### src/rtl/keying_sched.sv
// Carrier-keying symbol scheduler: bit FIFO, per-symbol timing, phase accumulator and ROM addressing.
// Optional build macro KEY_PRBS_EN adds prbs_sel and an internal x^7+x^6+1 PRBS bit source.
module keying_sched #(
    parameter int SYM_CYCLES = 64,
    parameter int FIFO_DEPTH = 4
) (
    input  logic       clk,
    input  logic       rst,
    input  logic [1:0] mode,
    input  logic [7:0] step0,
    input  logic [7:0] step1,
    input  logic       bit_valid,
    input  logic       bit_data,
`ifdef KEY_PRBS_EN
    input  logic       prbs_sel,
`endif
    output logic       bit_ready,
    output logic [7:0] rom_addr,
    output logic       carrier_on,
    output logic       sym_strobe,
    output logic       idle,
    output logic [4:0] fifo_level
);
    localparam int         PTR_W    = (FIFO_DEPTH > 1) ? $clog2(FIFO_DEPTH) : 1;
    localparam logic [4:0] DEPTH5   = 5'(FIFO_DEPTH);
    localparam logic [15:0] LAST_CNT = 16'(SYM_CYCLES - 1);

    typedef enum logic [1:0] {
        MODE_ASK  = 2'b00,
        MODE_FSK  = 2'b01,
        MODE_BPSK = 2'b10,
        MODE_RSVD = 2'b11
    } key_mode_e;

    typedef enum logic {
        S_IDLE,
        S_SYM
    } state_e;

    state_e           state;
    key_mode_e        cur_mode;
    logic             cur_bit;
    logic [7:0]       cur_step0;
    logic [7:0]       cur_step1;
    logic [7:0]       phase;
    logic [15:0]      sym_cnt;

    logic             fifo_mem [FIFO_DEPTH];
    logic [PTR_W-1:0] wr_ptr;
    logic [PTR_W-1:0] rd_ptr;
    logic [4:0]       count;

    logic             push;
    logic             pop;
    logic             src_prbs;
    logic             next_bit;
    logic             sym_end;
    logic             start;

    logic             nxt_active;
    logic             nxt_bit;
    key_mode_e        nxt_mode;
    logic [7:0]       phase_nxt;
    logic [7:0]       phase_inc;

`ifdef KEY_PRBS_EN
    logic [6:0] lfsr;

    assign src_prbs  = prbs_sel;
    assign bit_ready = !prbs_sel && (count != DEPTH5);
    assign next_bit  = prbs_sel ? lfsr[6] : fifo_mem[rd_ptr];

    always_ff @(posedge clk) begin
        if (rst)
            lfsr <= 7'h7F;
        else if (start && prbs_sel)
            lfsr <= {lfsr[5:0], lfsr[6] ^ lfsr[5]};
    end
`else
    assign src_prbs  = 1'b0;
    assign bit_ready = (count != DEPTH5);
    assign next_bit  = fifo_mem[rd_ptr];
`endif

    assign fifo_level = count;
    assign push       = bit_valid && bit_ready;
    assign sym_end    = (sym_cnt == LAST_CNT);
    // A PRBS symbol never waits on the FIFO, so PRBS symbols run back-to-back.
    assign start      = (src_prbs || (count != 5'd0)) && ((state == S_IDLE) || sym_end);
    assign pop        = start && !src_prbs;

    // NOTE: every always_comb output gets a default first, so no path can infer a latch.
    always_comb begin
        nxt_active = start || ((state == S_SYM) && !sym_end);
        nxt_bit    = start ? next_bit : cur_bit;
        nxt_mode   = start ? key_mode_e'(mode) : cur_mode;
        phase_inc  = ((cur_mode == MODE_FSK) && cur_bit) ? cur_step1 : cur_step0;
        phase_nxt  = (state == S_SYM) ? phase + phase_inc : phase;
    end

    always_ff @(posedge clk) begin
        if (rst) begin
            wr_ptr <= '0;
            rd_ptr <= '0;
            count  <= 5'd0;
        end else begin
            if (push)
                wr_ptr <= wr_ptr + 1'b1;
            if (pop)
                rd_ptr <= rd_ptr + 1'b1;
            case ({push, pop})
                2'b10:   count <= count + 5'd1;
                2'b01:   count <= count - 5'd1;
                default: count <= count;
            endcase
        end
    end

    // NOTE: the bit storage is deliberately not reset; the pointers and count define validity.
    always_ff @(posedge clk) begin
        if (push)
            fifo_mem[wr_ptr] <= bit_data;
    end

    // NOTE: sequential state uses non-blocking assignments only, so every register sees pre-edge values.
    always_ff @(posedge clk) begin
        if (rst) begin
            state      <= S_IDLE;
            sym_cnt    <= 16'd0;
            phase      <= 8'd0;
            cur_bit    <= 1'b0;
            cur_mode   <= MODE_ASK;
            cur_step0  <= 8'd0;
            cur_step1  <= 8'd0;
            rom_addr   <= 8'd0;
            carrier_on <= 1'b0;
            sym_strobe <= 1'b0;
            idle       <= 1'b1;
        end else begin
            state      <= nxt_active ? S_SYM : S_IDLE;
            idle       <= !nxt_active;
            sym_strobe <= start;
            phase      <= phase_nxt;
            if (start) begin
                sym_cnt   <= 16'd0;
                cur_bit   <= next_bit;
                cur_mode  <= key_mode_e'(mode);
                cur_step0 <= step0;
                cur_step1 <= step1;
            end else if (state == S_SYM) begin
                sym_cnt <= sym_cnt + 16'd1;
            end
            // BPSK keys a 180-degree shift by offsetting the shared sine-ROM address.
            rom_addr   <= phase_nxt + (((nxt_mode == MODE_BPSK) && nxt_bit) ? 8'd128 : 8'd0);
            if (!nxt_active)
                carrier_on <= 1'b0;
            else if ((nxt_mode == MODE_FSK) || (nxt_mode == MODE_BPSK))
                carrier_on <= 1'b1;
            else
                carrier_on <= nxt_bit;
        end
    end
endmodule
### config.mk
export PLATFORM = sky130hd
export DESIGN_NAME = keying_sched
export DESIGN_NICKNAME = d
export VERILOG_FILES = /design/src/rtl/keying_sched.sv
export SDC_FILE = /design/constraint.sdc
export NUM_CORES = 1
export LEC_CHECK = 0
export CORE_ASPECT_RATIO = 0.75
export CORE_MARGIN = 3
export CORE_UTILIZATION = 50
export DETAILED_ROUTE_END_ITERATION = 10
export GPL_ROUTABILITY_DRIVEN = 0
export HOLD_SLACK_MARGIN = 0.15
export PLACE_DENSITY_LB_ADDON = 0.25
export REMOVE_ABC_BUFFERS = 1
export SYNTH_ARGS = -nofsm -noshare
export SYNTH_HDL_FRONTEND = slang
export SYNTH_SLANG_ARGS = --single-unit
export TNS_END_PERCENT = 30
### constraint.sdc
create_clock -name clk -period 3.4 [get_ports clk]
set_clock_uncertainty 0.05 [all_clocks]
set_input_delay 0.34 -clock clk [delete_from_list [all_inputs] [get_ports clk]]
set_output_delay 0.34 -clock clk [all_outputs]
set_load 0.01 [all_outputs]
# Word level (Yosys, flattened, before mapping)

Memories as Yosys holds them, arrays and structs flattened. A register that Yosys moved wholly into a read port is not among the register bits.
Index checks and enable logic that the tools add are counted.

Reduce and logical (&&, ||, !) cells: 14
Eq/ne operators: 7
Muxes and demuxes: 12
Add/subtract/negate cells: 7
Bitwise logic cells: 2

Operators by type and width:

| kind                                                                     | number |
|---|---|
| 8-bit 2-to-1 mux                                                         | 3 |
| 16-bit by 1-bit adder with 16-bit output (second input constant)         | 1 |
| 8-bit adder                                                              | 2 |
| 16-bit by 6-bit equality test with 1-bit output (second input constant)  | 1 |
| 5-bit case mux with 2 select lines                                       | 1 |
| 2-bit by 1-bit equality test with 1-bit output (second input constant)   | 3 |
| 2-bit 2-to-1 mux                                                         | 3 |
| 5-bit by 1-bit adder with 5-bit output (second input constant)           | 1 |
| 1-bit logical AND                                                        | 5 |
| 1-bit 2-to-1 mux                                                         | 5 |
| 5-bit by 3-bit inequality test with 1-bit output (second input constant) | 1 |
| 5-bit nonzero test                                                       | 1 |
| 5-bit by 1-bit subtractor with 5-bit output (second input constant)      | 1 |
| 2-bit by 1-bit adder with 2-bit output (second input constant)           | 2 |
| 2-bit equality test (second input constant)                              | 2 |
| 2-bit OR reduction                                                       | 2 |
| 1-bit logical OR                                                         | 3 |
| 1-bit logical NOT                                                        | 2 |
| 1-bit inverter                                                           | 2 |
| 2-bit nonzero test                                                       | 1 |

Input bits: 22
Logic and storage cells: 57
Memories: 1
Output and inout bits: 17
Bits in writable memories: 4
Bits in registers: 64

Memory list:

| name     | depth | width | read ports | clocked after Yosys merged registers in | wr ports | RTL line | text |
|---|---|---|---|---|---|---|---|
| fifo_mem | 4     | 1     | 1          | 1                                       | 1        | 48       | `logic fifo_mem [FIFO_DEPTH];` |

# Depth between registers and ports, before layout

Gate-level depths: netlist of the first run.

Depth in word-level cells: 8
Gate-level depth with buffers: 15
Mapped depth without buffers: 13

# Least setup slack after synthesis of the first run

Ideal clock, no wire load.

Path type: reg2reg
Start: register sym_cnt[0]
End: register count[4] (netlist: fifo_level[4])
Required time: 3,280 ps
Arrival: 3,250 ps
Library setup time: 70 ps
Buffers on the path: 2
Path slack: 30 ps
Stages on the path, launching flop included: 16
Path through: dfxtp_1 > ha_1 > nor3b_1 > nand4_1 > a21oi_2 > buf_2 > ha_1 > clkbuf_1 > xor2_1 > ha_1 > o21a_1 > o22a_1 > a21oi_1 > xor2_1 > or3_1 > a21oi_1

Word-level cells in the longest chain between the ends: 5
Elaborated cells on any way between the ends: 7

RTL lines:

| item                                                                                         | RTL line | text |
|---|---|---|
| from (decl)                                                                                  | 46       | `logic [15:0] sym_cnt;` |
| from (signal assigned)                                                                       | 151      | `sym_cnt <= sym_cnt + 16'd1;` |
| 16-bit by 6-bit equality test with 1-bit output (*)                                          | 87       | `assign sym_end = (sym_cnt == LAST_CNT);` |
| 1-bit logical OR (*)                                                                         | 89       | `assign start = (src_prbs \|\| (count != 5'd0)) && ((state == S_IDLE) \|\| sym_end);` |
| 1-bit logical AND (*)                                                                        | 89       |  |
| named net pop                                                                                | 54       | `logic pop;` |
| 2-bit by 1-bit equality test with 1-bit output / 2-bit equality test (equally long branches) | 111      | `case ({push, pop})` |
| 5-bit case mux with 2 select lines / 2-bit nonzero test (equally long branches)              | --       |  |
| to (signal assigned)                                                                         | 112      | `2'b10: count <= count + 5'd1;` |
| to (signal assigned)                                                                         | 113      | `2'b01: count <= count - 5'd1;` |
| to (signal assigned)                                                                         | 114      | `default: count <= count;` |
| to (decl)                                                                                    | 51       | `logic [4:0] count;` |

Mark *: on every way through the listed nets, which the timed path passes. The rest lies on a longest branch.
A chain may end at the register's enable or synchronous reset.

# Worst setup path after layout of the first run

Start: register sym_cnt[0]
End: register count[4] (netlist: fifo_level[4])

Word-level cells in the longest chain between the ends: 5
Elaborated cells on any way between the ends: 7

RTL lines:

| item                                                                                         | RTL line |
|---|---|
| 16-bit by 6-bit equality test with 1-bit output (*)                                          | 87 |
| 1-bit logical OR (*)                                                                         | 89 |
| 1-bit logical AND (*)                                                                        | 89 |
| 2-bit by 1-bit equality test with 1-bit output / 2-bit equality test (equally long branches) | 111 |
| 5-bit case mux with 2 select lines / 2-bit nonzero test (equally long branches)              | -- |

Every way passes the cells marked *; elsewhere a longest branch is shown, timed or not.

==> results list, run 1 <==
* Highest clock frequency the design can meet: around 320 MHz
* Synthesis warning total: 0
- Chip Height: around 73 µm
- Worst path top cell family by delay: compound AO/OA/AOI/OAI gates
- Number of H-tree levels: 3
- In this run the power density over the cells is roughly 800 nW/µm².
- EDFF count, synth: 4
- The worst-case IR drop observed on VDD is 0.648 mV.
* Signed area change from the synthesized netlist to the final layout: 19.7%
- After synthesis the netlist holds a flip-flop and latch count of 63.
- The largest individual stage delay along the critical path comes from the cell sky130_fd_sc_hd__dfxtp_1.
- Clock tree synthesis inserted a total of 9 buffers.
- At the worst endpoint, the required time is around 3.6 ns.
* Critical path cell sequence: ha_2 > nor3b_1 > nand4_1 > a21oi_4 > ha_1 > xor2_1 > ha_1 > a21boi_0 > o22a_1 > a21oi_1 > xor2_1 > or3_1 > a21oi_1
- Summed over all layers, the global routing overflow is 0.
- Max-cap violations: 0
* Count of clock tree sinks: 63
- The placed instances occupy a cell area of between 3000 and 4000 µm².
* Slew Viols, Final: 0
- Post-synth top area cell: sky130_fd_sc_hd__dfxtp_1
- Net total in the final layout: 388
- Of the cells placed in the final design, the portion with a size suffix greater than 1 is approximately 9.1%.
- After routing the design area is 3630 µm².
* DRT Wirelength: 5650 µm
* Die span in x: roughly 96 µm
- Number of buffers between clock root and the deepest sink: 2
* Buffering stage count on the worst path with inverters included: 0
- Among all flip-flop cells after synthesis, the most frequent one is sky130_fd_sc_hd__dfxtp_1.
- On the worst path, the slowest cell contributes a delay of ~0.40 ns.
- Sequential area share after synthesis: between 40% and 50%
- After detailed routing, the number of remaining DRC violations is 0.
- Number of DRC markers after the initial detailed-route iteration: between 60 and 70
* Top-area cell type share of the netlist area: between 30% and 40%
- Maximum number of pins on one net before global-route repair: 25
* Placeable Area: ~5600 µm²
* Insertion delay of the later-clocked pin in the worst-skew pair: between 0.3 and 0.4 ns
* Mapped Avg Cell Area: around 9.6 µm²
- Global-route wire length before repair: about 9700 µm
- For this run, the number of standard cells in the final layout without fillers is roughly 430.
- The worst setup path is launched from a flip-flop.
- Number of fill cells in the layout: 470
* First-pass iteration count of the detailed router: 4
* Count of nets left with antenna violations after detail routing: 0
* Number of antenna repair diodes: 0
- Across the whole layout, storage elements account for 1300 µm².
- After clock tree synthesis, the clock-pin slew on the worst setup and hold paths is 0.07 ns.
- Per-cell via count in the routed design: 5.07
* Vias in the first global route: ~2100
- Gates resized during post-CTS repair numbered 0.
- In this run, post-CTS hold repair placed 0 buffers.
- Number of unique standard cell types used by synthesis: 42
* Pleak: about 1.4 nW
- Final period demand of the worst path: 3.10 ns
- The min-delay analysis places its worst path in the category reg -> reg.
* Top Ports: 39
- Post-CTS setup buffer count: 0
* Actual slew at the worst max-slew pin: between 0.7 and 0.8 ns
- The die covers between 7000 and 8000 µm².
- Dividing the detail-routed wire length by the instance count gives roughly 13 µm.
* Cell types with the largest area share after synthesis: sky130_fd_sc_hd__dfxtp_1 39%, sky130_fd_sc_hd__mux2i_1 9.2%, sky130_fd_sc_hd__ha_1 7.0%, sky130_fd_sc_hd__nor2_1 6.7%, sky130_fd_sc_hd__xor2_1 4.3%
* Number of placement rows: 23
- Synthesis handed over a netlist of ~320 instances.
* Placed Cells incl. Taps: about 400
* Critical setup path kind: reg -> reg
- The hold violation total from the final report is 0.
- In the global route stage, overall resource usage came out at between 10% and 20%.
* Placed wire-length estimate: 4030 µm
- The worst pin sits at a relative slew slack of 50.8%.
- Number of buffer cells added on primary ports: 38
* Capturing element type of the critical path: flip-flop
* Post-route clock period utilization: between 90 and 100%
- Data arrives at the worst endpoint at 3.30 ns.
- Setup violations remaining at the end of the flow were counted as 0.
- The multi-input combinational cells in the finished layout cover a total of 1580 µm².
* Critical-path maximum fanout: 5
- Result of the run: finished, final reports clean
* RSZ-0062 raised after global routing: no
- Counting flops with an async set or reset pin after synthesis yields a share of 0%.
- The mapped netlist covers 3030 µm².
* Clock Tree Root: sky130_fd_sc_hd__clkbuf_8
* TritonCTS clock tree: done
- Via count: 2169
- Once the floorplan was initialized, standard cells occupied between 50% and 60% of the core.
* Initial antenna violation count: 0
worst reg2reg max path: stages, from the launching register on:
cell                       delay [ns]
sky130_fd_sc_hd__dfxtp_1         0.40
sky130_fd_sc_hd__ha_2            0.24
sky130_fd_sc_hd__nor3b_1         0.21
sky130_fd_sc_hd__nand4_1         0.22
sky130_fd_sc_hd__a21oi_4         0.21
sky130_fd_sc_hd__ha_1            0.20
sky130_fd_sc_hd__xor2_1          0.18
sky130_fd_sc_hd__ha_1            0.22
sky130_fd_sc_hd__a21boi_0        0.19
sky130_fd_sc_hd__o22a_1          0.17
sky130_fd_sc_hd__a21oi_1         0.07
sky130_fd_sc_hd__xor2_1          0.15
sky130_fd_sc_hd__or3_1           0.33
sky130_fd_sc_hd__a21oi_1         0.17
cells by family after synthesis:
| family | after synthesis | synth area share (%) |
|---|---|---|
| AND/OR/NAND/NOR | 107 | 17.0 |
| flip-flops | 63 | 42.9 |
| multiplexers | 37 | 13.0 |
| buffers and inverters | 33 | 5.16 |
| AO/OA/AOI/OAI | 31 | 6.44 |
| XOR/XNOR | 27 | 7.80 |
| adder cells (fa/ha/maj) | 18 | 7.68 |
sequential cells by signal (all words and copies together) (netlist names), 2 cells and up, named ones only:
register / cells
cur_step1: 8
sym_cnt: 16
cur_step0: 8
fifo_mem: 4
fifo_level: 5
wr_ptr: 2
rd_ptr: 2
rom_addr: 8
cur_mode: 2
through the flow:
stage | power [W] | hold WS [ns] | setup WS (ns) | TNS (ns) | util [%]
floorplan | 0.00198 | 0.359 | -0.380 | -0.423 | -
global placement | 0.00235 | 0.423 | 0.527 | 0 | 61.5
detailed placement | 0.00239 | 0.434 | 0.333 | 0 | 61.5
CTS | 0.00303 | 0.451 | 0.291 | 0 | 64.9
global route | 0.00323 | 0.472 | 0.0253 | 0 | 64.9
finish | 0.00299 | 0.445 | 0.297 | 0 | 64.9
path summary, 6_finish.rpt:
path | start | end | slack [ns] | cells past startpoint
worst max-delay path | sym_cnt[0] | fifo_level[4] | 0.30 | 13
worst min-delay path | cur_step1[0] | cur_step1[0] | 0.44 | 2
worst max register to register | sym_cnt[0] | fifo_level[4] | 0.30 | 13
worst min register to register | cur_step1[0] | cur_step1[0] | 0.44 | 2
synthesized netlist by cell type (all sizes together), types with 3 or more instances:
master / count
mux2i: 28
nand2: 10
nor4: 3
nor2: 54
o21ai: 6
nor3b: 3
inv: 11
nor2b: 6
clkbuf: 12
ha: 17
a21oi: 11
a21boi: 3
buf: 10
and3: 4
dfxtp: 59
xnor2: 12
nand4: 6
nand3: 7
edfxtp: 4
xor2: 15
mux2: 8
or3: 4
report_power, final:
part | internal [W] | leakage (nW) | switching (W) | total [W]
combinational | 0.000642 | 0.841 | 0.000653 | 0.00129
clock | 0.000334 | 0.0859 | 0.000284 | 0.000619
sequential | 0.000945 | 0.519 | 0.000131 | 0.00108
cell type report:
type | instances | share of cell area [%]
tap | 75 | 2.59
multi-input combinational | 220 | 43.7
clock buffer | 10 | 3.52
clock inverter | 6 | 1.69
timing repair buffer | 43 | 11.5
sequential | 63 | 35.9
inverter | 11 | 1.14
per-layer routing:
layer | vias up | wire [µm] | GRT usage [%]
met5 | - | 0 | 0
met4 | 0 | 65 | 5.84
met3 | 8 | 284 | 7.27
met2 | 37 | 2510 | 27.7
met1 | 986 | 2790 | 23.3
li1 | 1138 | - | -
layout by cell type, fill, tap and decap left out, drive strengths merged, types with 3 or more instances in the layout:
master	n
a21boi	3
a21oi	11
and3	4
buf	5
clkbuf	10
clkdlybuf4s50	38
clkinvlp	3
dfxtp	59
edfxtp	4
ha	17
inv	11
mux2	8
mux2i	28
nand2	10
nand3	7
nand4	6
nor2	54
nor2b	6
nor3b	3
nor4	3
o21ai	6
or3	4
xnor2	12
xor2	15
(Power assumes the default switching activity.)
==> run 2: changes to the inputs <==
--- a/config.mk
+++ b/config.mk
@@ -13,6 +13,7 @@
 export HOLD_SLACK_MARGIN = 0.15
 export PLACE_DENSITY_LB_ADDON = 0.25
 export REMOVE_ABC_BUFFERS = 1
+export SLEW_MARGIN = 10
 export SYNTH_ARGS = -nofsm -noshare
 export SYNTH_HDL_FRONTEND = slang
 export SYNTH_SLANG_ARGS = --single-unit
==> results of run 2 <==
Same layout as run 1: the final DEF is identical, and so are final timing and power.
